[src/rtl/einstein_int_ctrl_pkg.sv]
// Shared constants for the Einstein internal interrupt controller: source indices,
// default vectors and the INTA FSM state type.
package einstein_pkg;
  localparam int NUM_SRC  = 3;
  localparam int SRC_KB   = 0;
  localparam int SRC_ADC  = 1;
  localparam int SRC_FIRE = 2;

  localparam logic [7:0] VEC_KB_DEF   = 8'h0E;
  localparam logic [7:0] VEC_ADC_DEF  = 8'h0A;
  localparam logic [7:0] VEC_FIRE_DEF = 8'h0C;

  typedef enum logic {IDLE, ACK} state_t;
endpackage

[src/rtl/einstein_int_ctrl_if.sv]
// Z80-side bus of the interrupt controller: cycle strobes, mask port selects,
// data in, and the INT_n / vector return path.
interface einstein_int_ctrl_if;
  logic       m1_n, iorq_n, rd_n, wr_n, reti;
  logic       kb_msk_n, adc_msk_n, fire_msk_n;
  logic [7:0] din;
  logic       int_n, vec_oe;
  logic [7:0] vec;

  modport slave (input m1_n, iorq_n, rd_n, wr_n, reti, kb_msk_n, adc_msk_n, fire_msk_n, din,
                 output int_n, vec, vec_oe);
  modport master(output m1_n, iorq_n, rd_n, wr_n, reti, kb_msk_n, adc_msk_n, fire_msk_n, din,
                 input int_n, vec, vec_oe);
endinterface

[src/rtl/einstein_int_ctrl_src.sv]
// One interrupt source: optional synchroniser, rising-edge detect, mask and pending flops.
module einstein_int_src #(
  parameter int SYNC_STAGES = 2,
  parameter bit BYPASS      = 1'b0
) (
  input  logic clk,
  input  logic rst,
  input  logic src,
  input  logic msk_wr,
  input  logic msk_rd,
  input  logic wr_val,
  input  logic ack_clr,
  output logic mask,
  output logic pending
);
  logic s, prev, rise;

  generate
    if (BYPASS) begin : g_byp
      assign s = src;
    end else begin : g_sync
      logic [SYNC_STAGES-1:0] sync;
      always_ff @(posedge clk or posedge rst)
        if (rst) sync <= '0;
        else     sync <= {sync[SYNC_STAGES-2:0], src};
      assign s = sync[SYNC_STAGES-1];
    end
  endgenerate

  assign rise = s & ~prev;

  // A mask write of 1 beats a fresh edge; a fresh edge beats read/ack clears.
  always_ff @(posedge clk or posedge rst) begin
    if (rst) begin
      prev    <= 1'b0;
      mask    <= 1'b1;
      pending <= 1'b0;
    end else begin
      prev <= s;
      if (msk_wr) mask <= wr_val;
      if (msk_wr && wr_val)      pending <= 1'b0;
      else if (rise && !mask)    pending <= 1'b1;
      else if (msk_rd || ack_clr) pending <= 1'b0;
    end
  end
endmodule

[src/rtl/einstein_int_ctrl.sv]
// IM2 interrupt controller for keyboard / ADC / fire with fixed priority kb > adc > fire.
// ADC source is present only when EINSTEIN_ADC_INT_EN is defined.
module einstein_int_ctrl
  import einstein_pkg::*;
#(
  parameter logic [7:0] VEC_KB      = VEC_KB_DEF,
  parameter logic [7:0] VEC_ADC     = VEC_ADC_DEF,
  parameter logic [7:0] VEC_FIRE    = VEC_FIRE_DEF,
  parameter int         SYNC_STAGES = 2
) (
  input  logic                 clk_sys,
  input  logic                 reset,
  einstein_int_ctrl_if.slave   bus,
  input  logic                 kb_evt,
  input  logic                 fire_in,
  input  logic                 adc_eoc,
  input  logic                 iei,
  output logic                 ieo,
  output logic [NUM_SRC-1:0]   mask
);
  state_t             state, state_nx;
  logic [NUM_SRC-1:0] pending, in_service, eligible, win_oh, ack_clr, reti_clr;
  logic [NUM_SRC-1:0] sel_n, wr_s, rd_s;
  logic               inta, ack, int_q;
  logic [7:0]         vec_q, win_vec;

  assign sel_n = {bus.fire_msk_n, bus.adc_msk_n, bus.kb_msk_n};
  assign wr_s  = ~sel_n & {NUM_SRC{~bus.wr_n}};
  assign rd_s  = ~sel_n & {NUM_SRC{~bus.rd_n}};

  einstein_int_src #(.SYNC_STAGES(SYNC_STAGES), .BYPASS(1'b1)) u_kb (
    .clk(clk_sys), .rst(reset), .src(kb_evt), .msk_wr(wr_s[SRC_KB]), .msk_rd(rd_s[SRC_KB]),
    .wr_val(bus.din[0]), .ack_clr(ack_clr[SRC_KB]), .mask(mask[SRC_KB]), .pending(pending[SRC_KB]));

  einstein_int_src #(.SYNC_STAGES(SYNC_STAGES), .BYPASS(1'b0)) u_fire (
    .clk(clk_sys), .rst(reset), .src(fire_in), .msk_wr(wr_s[SRC_FIRE]), .msk_rd(rd_s[SRC_FIRE]),
    .wr_val(bus.din[0]), .ack_clr(ack_clr[SRC_FIRE]), .mask(mask[SRC_FIRE]), .pending(pending[SRC_FIRE]));

`ifdef EINSTEIN_ADC_INT_EN
  einstein_int_src #(.SYNC_STAGES(SYNC_STAGES), .BYPASS(1'b0)) u_adc (
    .clk(clk_sys), .rst(reset), .src(adc_eoc), .msk_wr(wr_s[SRC_ADC]), .msk_rd(rd_s[SRC_ADC]),
    .wr_val(bus.din[0]), .ack_clr(ack_clr[SRC_ADC]), .mask(mask[SRC_ADC]), .pending(pending[SRC_ADC]));
  logic [6:0] unused_din;
  assign unused_din = bus.din[7:1];
`else
  assign mask[SRC_ADC]    = 1'b1;
  assign pending[SRC_ADC] = 1'b0;
  logic [8:0] unused_adc;
  assign unused_adc = {adc_eoc, wr_s[SRC_ADC], rd_s[SRC_ADC], ack_clr[SRC_ADC], bus.din[7:3]};
`endif

  // Index order equals priority order, so "equal or higher" is every bit at or below s.
  assign eligible[SRC_KB]   = pending[SRC_KB]   & ~in_service[SRC_KB];
  assign eligible[SRC_ADC]  = pending[SRC_ADC]  & ~|in_service[SRC_ADC:SRC_KB];
  assign eligible[SRC_FIRE] = pending[SRC_FIRE] & ~|in_service;

  always_comb begin
    win_oh  = '0;
    win_vec = VEC_FIRE;
    if (eligible[SRC_KB])       begin win_oh[SRC_KB]   = 1'b1; win_vec = VEC_KB;  end
    else if (eligible[SRC_ADC]) begin win_oh[SRC_ADC]  = 1'b1; win_vec = VEC_ADC; end
    else if (eligible[SRC_FIRE])      win_oh[SRC_FIRE] = 1'b1;
  end

  assign inta     = ~bus.m1_n & ~bus.iorq_n;
  assign reti_clr = {NUM_SRC{bus.reti}} & in_service & (~in_service + 3'd1);

  always_comb begin
    state_nx = state;
    ack      = 1'b0;
    case (state)
      IDLE: if (inta && !int_q && iei && |eligible) begin
              state_nx = ACK;
              ack      = 1'b1;
            end
      ACK:  if (!inta) state_nx = IDLE;
      default: state_nx = IDLE;
    endcase
  end

  assign ack_clr = ack ? win_oh : '0;

  always_ff @(posedge clk_sys or posedge reset) begin
    if (reset) begin
      state      <= IDLE;
      int_q      <= 1'b1;
      in_service <= '0;
      vec_q      <= 8'h00;
    end else begin
      state      <= state_nx;
      int_q      <= ~(iei & |eligible);
      in_service <= (in_service & ~reti_clr) | ack_clr;
      if (ack) vec_q <= win_vec;
    end
  end

  assign bus.int_n  = int_q;
  assign bus.vec    = vec_q;
  assign bus.vec_oe = (state == ACK);
  assign ieo        = iei & ~|in_service & ~|pending;
endmodule

[src/flat_wrapper.sv]
// flat-port wrapper written by rule: the top's interface ports become plain ports
module einstein_int_ctrl_flat import einstein_pkg::*;
#(
  parameter logic [7:0] VEC_KB      = VEC_KB_DEF,
  parameter logic [7:0] VEC_ADC     = VEC_ADC_DEF,
  parameter logic [7:0] VEC_FIRE    = VEC_FIRE_DEF,
  parameter int         SYNC_STAGES = 2
)
  (clk_sys, reset, kb_evt, fire_in, adc_eoc, iei, ieo, mask, bus_m1_n, bus_iorq_n, bus_rd_n, bus_wr_n, bus_reti, bus_kb_msk_n, bus_adc_msk_n, bus_fire_msk_n, bus_din, bus_int_n, bus_vec, bus_vec_oe);
  einstein_int_ctrl_if bus_i ();
  input  logic clk_sys;
  input  logic reset;
  input  logic kb_evt;
  input  logic fire_in;
  input  logic adc_eoc;
  input  logic iei;
  output logic ieo;
  output logic [NUM_SRC-1:0] mask;
  input wire logic [$bits(bus_i.m1_n)-1:0] bus_m1_n;
  input wire logic [$bits(bus_i.iorq_n)-1:0] bus_iorq_n;
  input wire logic [$bits(bus_i.rd_n)-1:0] bus_rd_n;
  input wire logic [$bits(bus_i.wr_n)-1:0] bus_wr_n;
  input wire logic [$bits(bus_i.reti)-1:0] bus_reti;
  input wire logic [$bits(bus_i.kb_msk_n)-1:0] bus_kb_msk_n;
  input wire logic [$bits(bus_i.adc_msk_n)-1:0] bus_adc_msk_n;
  input wire logic [$bits(bus_i.fire_msk_n)-1:0] bus_fire_msk_n;
  input wire logic [$bits(bus_i.din)-1:0] bus_din;
  output wire logic [$bits(bus_i.int_n)-1:0] bus_int_n;
  output wire logic [$bits(bus_i.vec)-1:0] bus_vec;
  output wire logic [$bits(bus_i.vec_oe)-1:0] bus_vec_oe;
  assign bus_i.m1_n = bus_m1_n;
  assign bus_i.iorq_n = bus_iorq_n;
  assign bus_i.rd_n = bus_rd_n;
  assign bus_i.wr_n = bus_wr_n;
  assign bus_i.reti = bus_reti;
  assign bus_i.kb_msk_n = bus_kb_msk_n;
  assign bus_i.adc_msk_n = bus_adc_msk_n;
  assign bus_i.fire_msk_n = bus_fire_msk_n;
  assign bus_i.din = bus_din;
  assign bus_int_n = bus_i.int_n;
  assign bus_vec = bus_i.vec;
  assign bus_vec_oe = bus_i.vec_oe;
  einstein_int_ctrl #(.VEC_KB(VEC_KB), .VEC_ADC(VEC_ADC), .VEC_FIRE(VEC_FIRE), .SYNC_STAGES(SYNC_STAGES)) u_core (.clk_sys(clk_sys), .reset(reset), .bus(bus_i), .kb_evt(kb_evt), .fire_in(fire_in), .adc_eoc(adc_eoc), .iei(iei), .ieo(ieo), .mask(mask));
endmodule
[config.mk]
export PLATFORM = sky130hd
export DESIGN_NAME = einstein_int_ctrl_flat
export DESIGN_NICKNAME = d
export VERILOG_FILES = /design/src/rtl/einstein_int_ctrl_pkg.sv /design/src/rtl/einstein_int_ctrl_if.sv /design/src/rtl/einstein_int_ctrl_src.sv /design/src/rtl/einstein_int_ctrl.sv /design/src/flat_wrapper.sv
export SDC_FILE = /design/constraint.sdc
export NUM_CORES = 1
export LEC_CHECK = 0
export BUFFER_PORTS_ARGS = -buffer_cell sky130_fd_sc_hd__clkbuf_2
export CORE_UTILIZATION = 39
export CTS_CLUSTER_DIAMETER = 150
export DETAILED_ROUTE_END_ITERATION = 16
export PLACE_DENSITY = 0.73
export SLEW_MARGIN = 25
export SYNTH_ARGS = -nofsm -noshare
export SYNTH_HDL_FRONTEND = slang
export SYNTH_HIERARCHICAL = 1
export SYNTH_SLANG_ARGS = --single-unit
export TNS_END_PERCENT = 50
[constraint.sdc]
create_clock -name clk_sys -period 1.38 [get_ports clk_sys]
set_clock_uncertainty 0.05 [all_clocks]
set_input_delay 0.276 -clock clk_sys [delete_from_list [all_inputs] [get_ports clk_sys]]
set_output_delay 0.276 -clock clk_sys [all_outputs]
set_load 0.02 [all_outputs]
# Word-level counts from Yosys, hierarchy flattened
# Cells that the tools add are included.
# op_classes
n_addsub	1
mux	15
bitwise	26
n_reduce_logical	19
# op_table
operator	n
3-bit bitwise AND	5
1-bit 2-to-1 mux	11
1-bit NOT	9
3-bit NOT	3
1-bit bitwise AND	8
1-bit logical AND	7
3-bit nonzero test	2
1-bit zero test	5
2-bit 2-to-1 mux	2
2-bit OR reduction	2
3-bit by 1-bit adder with 3-bit output, second input constant	1
3-bit 2-to-1 mux	1
3-bit bitwise OR	1
3-bit OR reduction	1
1-bit logical OR	2
1-bit case mux with 2 select lines	1
# totals
ff_bits	21
inputBits	22
output_inout_bits	14
word_cells	72

# Longest topological paths before layout
# Gate-level depths: netlist of run 1.
# logic_depth
ltp_word	12
ltp_mapped	7
mapped_depth_nobuf	7

# Modules after synthesis
# The synthesis of run 1 kept the hierarchy.
# modules_own_cells
mod	n_inst	cells_per_inst	area_each_um2	seq_area_each_um2
einstein_int_ctrl	1	45	420.4	176.4
einstein_int_src (u_core.u_fire)	1	10	170.2	126.4
einstein_int_src (u_core.u_kb)	1	8	120.1	76.3

# Worst setup path before layout of run 1
# No wires, ideal clock.
# synth_timing
kind	reg-to-output
startpoint	reg u_core.in_service[0]
endpoint	out ieo
arrival_ns	1.223
t_required_ns	1.054
slack_ns	-0.169
stages_incl_launch_ff	6
n_path_buf	0
cell_sequence	dfrtp_1 > inv_1 > ha_1 > ha_1 > nand2_1 > nor3_1
# synth_via
elab_chain_cells	4
# synth_lines
element	line_no	source
from (decl)	einstein_int_ctrl.sv:22	logic [NUM_SRC-1:0] pending, in_service, eligible, win_oh, ack_clr, reti_clr;
from (signal assigned)	einstein_int_ctrl.sv:92	in_service <= (in_service & ~reti_clr) | ack_clr;
3-bit OR reduction	einstein_int_ctrl.sv:100	assign ieo = iei & ~|in_service & ~|pending;
1-bit zero test	einstein_int_ctrl.sv:100	
1-bit bitwise AND (2 in a row)	einstein_int_ctrl.sv:100	
to (decl)	flat_wrapper.sv:17	output logic ieo;
# Every way passes these cells.

# Final worst setup path of run 1
# Same ends and word-level chain as after synthesis.

==> metrics.cfg, run 1 <==
[routing]
drtPass1Iterations=1
antenna_violating_nets_post_route=0
first_iter_violations=0
vias_per_cell=4.40
route.detailed.wl_per_inst_um=10.9
drt_wl_total_um=1310
via_count=528
post-route-drc-count=0

[floorplan]
die_width_um=44.7
design.core.area_um2=1710
pin_count=36
num_rows=15
die_area_um2=2000
dieHeight_um=44.7
start_util_pct=41.6

[cells_and_area]
areaGrowthSynthToFinish_pct=37.9
finalNetCount=120
fin_area_um2=980
fillerInstances=158
antenna-diode-count=0
layout-drive-gt1-share_pct=54.7

[power_and_ir_drop]
cellLeakagePower_nw=0.499
power-per-cell-area_nw_per_um2=1250
ir_worst_vdd_mv=0.714
power_mw=1.22

[critical_path]
crit_start_category=flip-flop
slowest_delay_ps=400
timing.critical_path.to_type=output port
crit_chain=inv_2 -> ha_4 -> ha_4 -> nand2_2 -> nor3_4 -> clkbuf_8
timing.critical_path.mode_cell=sky130_fd_sc_hd__ha_4
cp.required_ps=1050
cpMaxStageDelayCell=sky130_fd_sc_hd__dfrtp_1
worstSetupPathType=reg -> out
timing.critical_path.arrival_ps=1360
critical_path_peak_fanout=2

[cts]
tritoncts=built
clkSinkCount=15
root_buffer_cell=sky130_fd_sc_hd__clkbuf_4
clkTransAtPathRegs_ps=90
clock_path_buffers=2
cts-buffers-inserted=3
clk_latency_ps=280
cts-htree-levels=1

[placed_design]
placedInstanceArea_um2=853
place.detailed.hpwl_um=985
numPortBuffers=20
gpl.final_weighted_congestion=0.678

[sta]
maxClockFrequency_mhz=592
hold_violations=0
final-max-slew-violation-count=0
grt_setup_unrepaired=yes
final.setup.worst_slack_ps=-310
timing.final.crit_share_pct=122
finalSetupViolations=7
final_critical_period_ps=1690

[global_route]
overflow=0
grt_antenna_before_repair=0
grt_first_pass_wirelength_um=2240
grt_usage_pct=15.9
vias_in_the_first_global_route=596
grt_max_degree=10

[logic_synthesis]
postSynthAreaPerCell_um2=11.3
postSynthRegisterBits=15
yosysWarningCount=6
synth-seq-area-share_pct=53.3
netlist_area_um2=711
syn_inst=63
synthDistinctLibCells=24

[worst_hold_path]
class_of_the_tightest_hold_or_removal_check=in -> reg

[flow_run]
cap_viol_max_count=0

[status]
outcome=finished, violations left
violations=negative setup slack

metrics by stage:
step	setup TNS, ps	cells	hold slack (ps)	utilization (%)	setup WS, ps
floorplan	0	67	-21.1	-	23.9
global placement	-453	110	109	50.0	-98.2
detailed placement	-681	110	111	50.0	-150
CTS	-919	118	30.5	55.8	-319
global route	-2260	120	32.5	57.4	-380
finish	-1730	120	43.3	57.4	-310
per-layer routing:
layer | up-vias | global-route usage (%) | wire length [um]
li1 | 256 | - | -
met1 | 245 | 13.8 | 488
met2 | 25 | 32.1 | 723
met3 | 2 | 5.31 | 90
met4 | 0 | 6.67 | 10
met5 | - | 0 | 0
power by group:
part	switching, mW	internal (mW)
Combinational	0.219	0.203
Clock	0.137	0.107
Sequential	0.0433	0.515
critical path: cells and delay by family, from the launching register on:
family | cells | cell delay (ps)
DFF | 1 | 400
adders and majority gates | 2 | 270
and+or+nand+nor | 2 | 170
buffers and inverters | 2 | 250
kinds of logic (layout without fill, tap and decap cells):
family,count (synthesis),count (layout),share of synthesized area (%)
and+or+nand+nor,21,21,20.2
other,2,6,1.06
adders and majority gates,2,2,3.52
AOI/OAI and AO/OA,8,8,8.10
muxes,2,2,3.17
DFF,15,15,53.3
buffers and inverters,13,41,10.6
path summary, 6_finish.rpt:
kind                       cells after the start                            to  slack (ps)                    startpoint
min in group asynchronous                      3              u_core/u_kb/prev         360                         reset
max in group asynchronous                      3              u_core/bus.int_n         570                         reset
setup reg to reg                               9         u_core/u_fire/pending        -270          u_core/in_service[0]
hold / removal                                 1  u_core/u_fire/g_sync.sync[0]          40                       fire_in
setup / recovery                               6                           ieo        -310          u_core/in_service[0]
hold reg to reg                                0  u_core/u_fire/g_sync.sync[1]         310  u_core/u_fire/g_sync.sync[0]
Yosys cell counts:
| library cell | n | area share, % |
|---|---|---|
| sky130_fd_sc_hd__a21o_1 | 2 | 2.1 |
| sky130_fd_sc_hd__a21oi_1 | 1 | 0.70 |
| sky130_fd_sc_hd__a2bb2oi_1 | 2 | 2.5 |
| sky130_fd_sc_hd__and2_1 | 1 | 0.88 |
| sky130_fd_sc_hd__and3_2 | 1 | 1.1 |
| sky130_fd_sc_hd__buf_4 | 7 | 7.4 |
| sky130_fd_sc_hd__conb_1 | 2 | 1.1 |
| sky130_fd_sc_hd__dfrtp_1 | 12 | 42 |
| sky130_fd_sc_hd__dfstp_2 | 3 | 11 |
| sky130_fd_sc_hd__ha_1 | 2 | 3.5 |
| sky130_fd_sc_hd__inv_1 | 6 | 3.2 |
| sky130_fd_sc_hd__mux2_1 | 2 | 3.2 |
| sky130_fd_sc_hd__nand2_1 | 4 | 2.1 |
| sky130_fd_sc_hd__nand2b_1 | 1 | 0.88 |
| sky130_fd_sc_hd__nand3_1 | 1 | 0.70 |
| sky130_fd_sc_hd__nor2_1 | 5 | 2.6 |
| sky130_fd_sc_hd__nor2b_1 | 1 | 0.88 |
| sky130_fd_sc_hd__nor3_1 | 1 | 0.70 |
| sky130_fd_sc_hd__nor3b_1 | 2 | 2.1 |
| sky130_fd_sc_hd__nor3b_2 | 3 | 5.3 |
| sky130_fd_sc_hd__nor4_4 | 1 | 3.0 |
| sky130_fd_sc_hd__o211ai_1 | 1 | 1.1 |
| sky130_fd_sc_hd__o21ai_0 | 1 | 0.70 |
| sky130_fd_sc_hd__o21bai_1 | 1 | 1.1 |
placed cells by master (no fill, tap or decap), types with 2 or more instances in the layout:
master                      count
sky130_fd_sc_hd__a21o_1         2
sky130_fd_sc_hd__a2bb2oi_1      2
sky130_fd_sc_hd__buf_4         10
sky130_fd_sc_hd__clkbuf_2      19
sky130_fd_sc_hd__clkbuf_4       3
sky130_fd_sc_hd__conb_1         6
sky130_fd_sc_hd__dfrtp_1       12
sky130_fd_sc_hd__dfstp_2        3
sky130_fd_sc_hd__ha_4           2
sky130_fd_sc_hd__inv_1          4
sky130_fd_sc_hd__inv_2          2
sky130_fd_sc_hd__mux2_1         2
sky130_fd_sc_hd__nand2_1        3
sky130_fd_sc_hd__nor2_1         5
sky130_fd_sc_hd__nor3b_2        5
state kept, by name, summed over array words and instances (netlist names):
register                   count
u_core/bus.int_n               1
u_core/in_service              3
u_core/bus.vec                 2
u_core/u_fire/mask             1
u_core/u_fire/prev             1
u_core/u_kb/pending            1
u_core/u_kb/mask               1
u_core/u_fire/pending          1
u_core/u_fire/g_sync.sync      2
u_core/u_kb/prev               1
u_core/bus.vec_oe              1
repair_timing:
action,4_1_cts,5_1_grt
setup endpoints to repair,6,8
gates resized for setup,9,3
hold buffers,1,0
cloned,0,0
endpoints found under the hold margin,13,0
buffers inserted,3,2
pin swaps,5,4
layout make-up:
type                            count  area (um2)  share of cell area [%]
Multi-Input combinational cell     39         325                    33.2
Timing Repair Buffer               31         194                    19.8
Tap cell                           25        31.3                    3.19
Clock inverter                      1        5.00                   0.511
Sequential cell                    15         379                    38.7
Clock buffer                        3        22.5                    2.30
Inverter                            6        22.5                    2.30
(Power assumes the default switching activity.)
==> run 2, diff against run 1 <==
- SKIP_LAST_GASP: not set -> 1
==> run 2 against run 1 <==
- the run still ends with negative setup slack left
- critical endpoint unchanged
- cell count stayed put
- hold slack hardly changed
- final area is 0.38% lower
- clock power hardly changed
- critical path depth stayed put
- highest routed layer is now met3
- critical path type unchanged
- via count is 0.95% lower
- utilization is 0.22 points lower
- fmax is 0.13% lower
- worst setup slack worse by 2.1 ps
==> metrics.cfg, run 2 (synthesis gave the netlist of run 1 again) <==
[floorplan]
die_area_um2=2000  ; unchanged
pin_count=36  ; unchanged
num_rows=15  ; unchanged
dieHeight_um=44.7  ; unchanged
start_util_pct=41.6  ; unchanged
die_width_um=44.7  ; unchanged
design.core.area_um2=1710  ; unchanged

[cts]
cts-htree-levels=1  ; unchanged
clkTransAtPathRegs_ps=90  ; about the same
clock_path_buffers=2  ; unchanged
clk_latency_ps=280  ; about the same
root_buffer_cell=sky130_fd_sc_hd__clkbuf_4  ; unchanged
tritoncts=built  ; unchanged
cts-buffers-inserted=3  ; unchanged
clkSinkCount=15  ; unchanged

[cells_and_area]
fillerInstances=157  ; was 158
most-common-layout-cells=sky130_fd_sc_hd__clkbuf_2 (19), sky130_fd_sc_hd__dfrtp_1 (12), sky130_fd_sc_hd__buf_4 (9), sky130_fd_sc_hd__conb_1 (6), sky130_fd_sc_hd__nor2_1 (5)  ; was sky130_fd_sc_hd__clkbuf_2 (19), sky130_fd_sc_hd__dfrtp_1 (12), sky130_fd_sc_hd__buf_4 (10), sky130_fd_sc_hd__conb_1 (6)
finalCoreUtilization_pct=57.1  ; was 57.4%
layout-drive-gt1-share_pct=52.6  ; was 54.7%
fin_area_um2=976  ; was 980 um2
finalNetCount=120  ; unchanged
sequential_cell_area_um2=379  ; unchanged
multiInputGateArea_um2=318  ; was 325 um2
areaGrowthSynthToFinish_pct=37.3  ; was 37.9%
antenna-diode-count=0  ; unchanged
final-instance-count-excl-fill=120  ; unchanged
largest_register_ff_count=3  ; unchanged
mostFrequentLayoutCell=sky130_fd_sc_hd__clkbuf_2  ; unchanged
max_flop_register=u_core/in_service  ; unchanged

[routing]
drtPass1Iterations=1  ; unchanged
drt_wl_total_um=1310  ; about the same
post-route-drc-count=0  ; unchanged
route.detailed.wl_per_inst_um=10.9  ; about the same
vias_per_cell=4.36  ; was 4.40
antenna_violating_nets_post_route=0  ; unchanged
via_count=523  ; was 528
first_iter_violations=0  ; unchanged

[global_route]
vias_in_the_first_global_route=592  ; was 596
grt_first_pass_wirelength_um=2220  ; was 2240 um
overflow=0  ; unchanged
grt_max_degree=10  ; unchanged
grt_antenna_before_repair=0  ; unchanged
grt_usage_pct=15.8  ; was 15.9%

[critical_path]
worstSetupPathType=reg -> out  ; unchanged
critical_path_peak_fanout=2  ; unchanged
timing.critical_path.mode_cell=sky130_fd_sc_hd__ha_4  ; unchanged
crit_start_category=flip-flop  ; unchanged
timing.critical_path.to_type=output port  ; unchanged
critPathTopFamily=flip-flops  ; unchanged
cpMaxStageDelayCell=sky130_fd_sc_hd__dfrtp_1  ; unchanged
crit_chain=inv_2 -> ha_4 -> ha_4 -> nand2_2 -> nor3_4 -> clkbuf_8  ; unchanged
slowest_delay_ps=400  ; about the same
cp.required_ps=1050  ; about the same
cp_num_buf_inv=2  ; unchanged
timing.critical_path.arrival_ps=1370  ; was 1360 ps

[power_and_ir_drop]
seq_power_share_pct=45.4  ; was 45.6%
power_mw=1.23  ; was 1.22 mW
intPower_mw=0.829  ; was 0.825 mW
comb_pwr_share_pct=34.8  ; was 34.5%
cellLeakagePower_nw=0.496  ; was 0.499 nW
sw_frac_of_total_pct=32.6  ; about the same
switching_power_mw=0.401  ; was 0.399 mW
power-per-cell-area_nw_per_um2=1260  ; was 1250 nW/um2
power.clock.fraction_pct=19.9  ; was 20.0%
ir_worst_vdd_mv=0.715  ; was 0.714 mV

[worst_hold_path]
class_of_the_tightest_hold_or_removal_check=in -> reg  ; unchanged

[sta]
hold-worst-slack_ps=43.5  ; was 43.3 ps
final-max-slew-violation-count=0  ; unchanged
finalSetupViolations=9  ; was 7
grt_setup_unrepaired=yes  ; unchanged
final.setup.worst_slack_ps=-312  ; was -310 ps
hold_violations=0  ; unchanged
timing.final.crit_share_pct=123  ; was 122%
maxClockFrequency_mhz=591  ; was 592 MHz
final_critical_period_ps=1690  ; about the same

[placed_design]
gpl.final_weighted_congestion=0.678  ; unchanged
dpl.cell_count=110  ; unchanged
place.detailed.hpwl_um=985  ; unchanged
placedInstanceArea_um2=853  ; unchanged
numPortBuffers=20  ; unchanged

[status]
outcome=finished, violations left  ; unchanged
violations=negative setup slack  ; unchanged

[flow_run]
cap_viol_max_count=0  ; unchanged

run 2: cell counts in the layout (fill, tap and decap cells not counted):
No cell type changed its count.
run 2: path summary, 6_finish.rpt:
check,startpoint,to,slack [ps],depth (start not counted)
max,u_core/in_service[0],ieo,-310,6
min,fire_in,u_core/u_fire/g_sync.sync[0],40,1
max reg2reg,u_core/in_service[0],u_core/u_fire/pending,-260,9
min reg2reg,u_core/u_fire/g_sync.sync[0],u_core/u_fire/g_sync.sync[1],310,0
max in group asynchronous,reset,u_core/bus.int_n,570,3
min in group asynchronous,reset,u_core/u_kb/prev,360,3
run 2: layer usage:
layer | up-vias | GRT usage (%) | part of all wire (%) | routed length, um
li1 | 256 | - | - | -
met2 | 23 | 32.6 | 55 | 724
met4 | 0 | 5.45 | 0 | 0
met3 | 0 | 4.90 | 6.2 | 82
met1 | 244 | 13.8 | 39 | 506
met5 | - | 0 | 0 | 0
run 2: cell type report:
class,count,share of cell area [%]
Sequential cell,15,38.8
Multi-Input combinational cell,39,32.6
Timing Repair Buffer,31,20.3
Tap cell,25,3.21
Clock buffer,3,2.31
Inverter,6,2.31
Clock inverter,1,0.513
run 2: stage by stage:
step                      worst slack, ps  TNS (ps)
final                                -312     -1750
after CTS                            -319      -929
after global placement              -98.2      -453
after floorplan                      23.9         0
after detailed placement             -150      -681
after global routing                 -378     -2440
run 2: power groups by stage:
stage	logic, mW	registers [mW]	clock network (mW)
4_1_cts	0.390	0.561	0.260
2_1_floorplan	0.193	0.616	0
6_report	0.428	0.558	0.244
3_3_place_gp	0.324	0.564	0
3_5_place_dp	0.333	0.568	0
5_1_grt	0.466	0.570	0.270
run 2: timing repair:
action	CTS	global route
buffers inserted	3	3
endpoints found under the setup margin	6	9
gates resized for setup	8	3
pin swaps	4	3
hold endpoints to repair	13	0
hold buffers	1	0
run 2: worst register-to-register path, delay by kind of cell, from the launching register on:
| kind | cells | cell delay, ps |
|---|---|---|
| DFF | 1 | 400 |
| and+or+nand+nor | 3 | 410 |
| buffers and inverters | 3 | 260 |
| adders and majority gates | 2 | 280 |
| AOI/OAI and AO/OA | 1 | 130 |
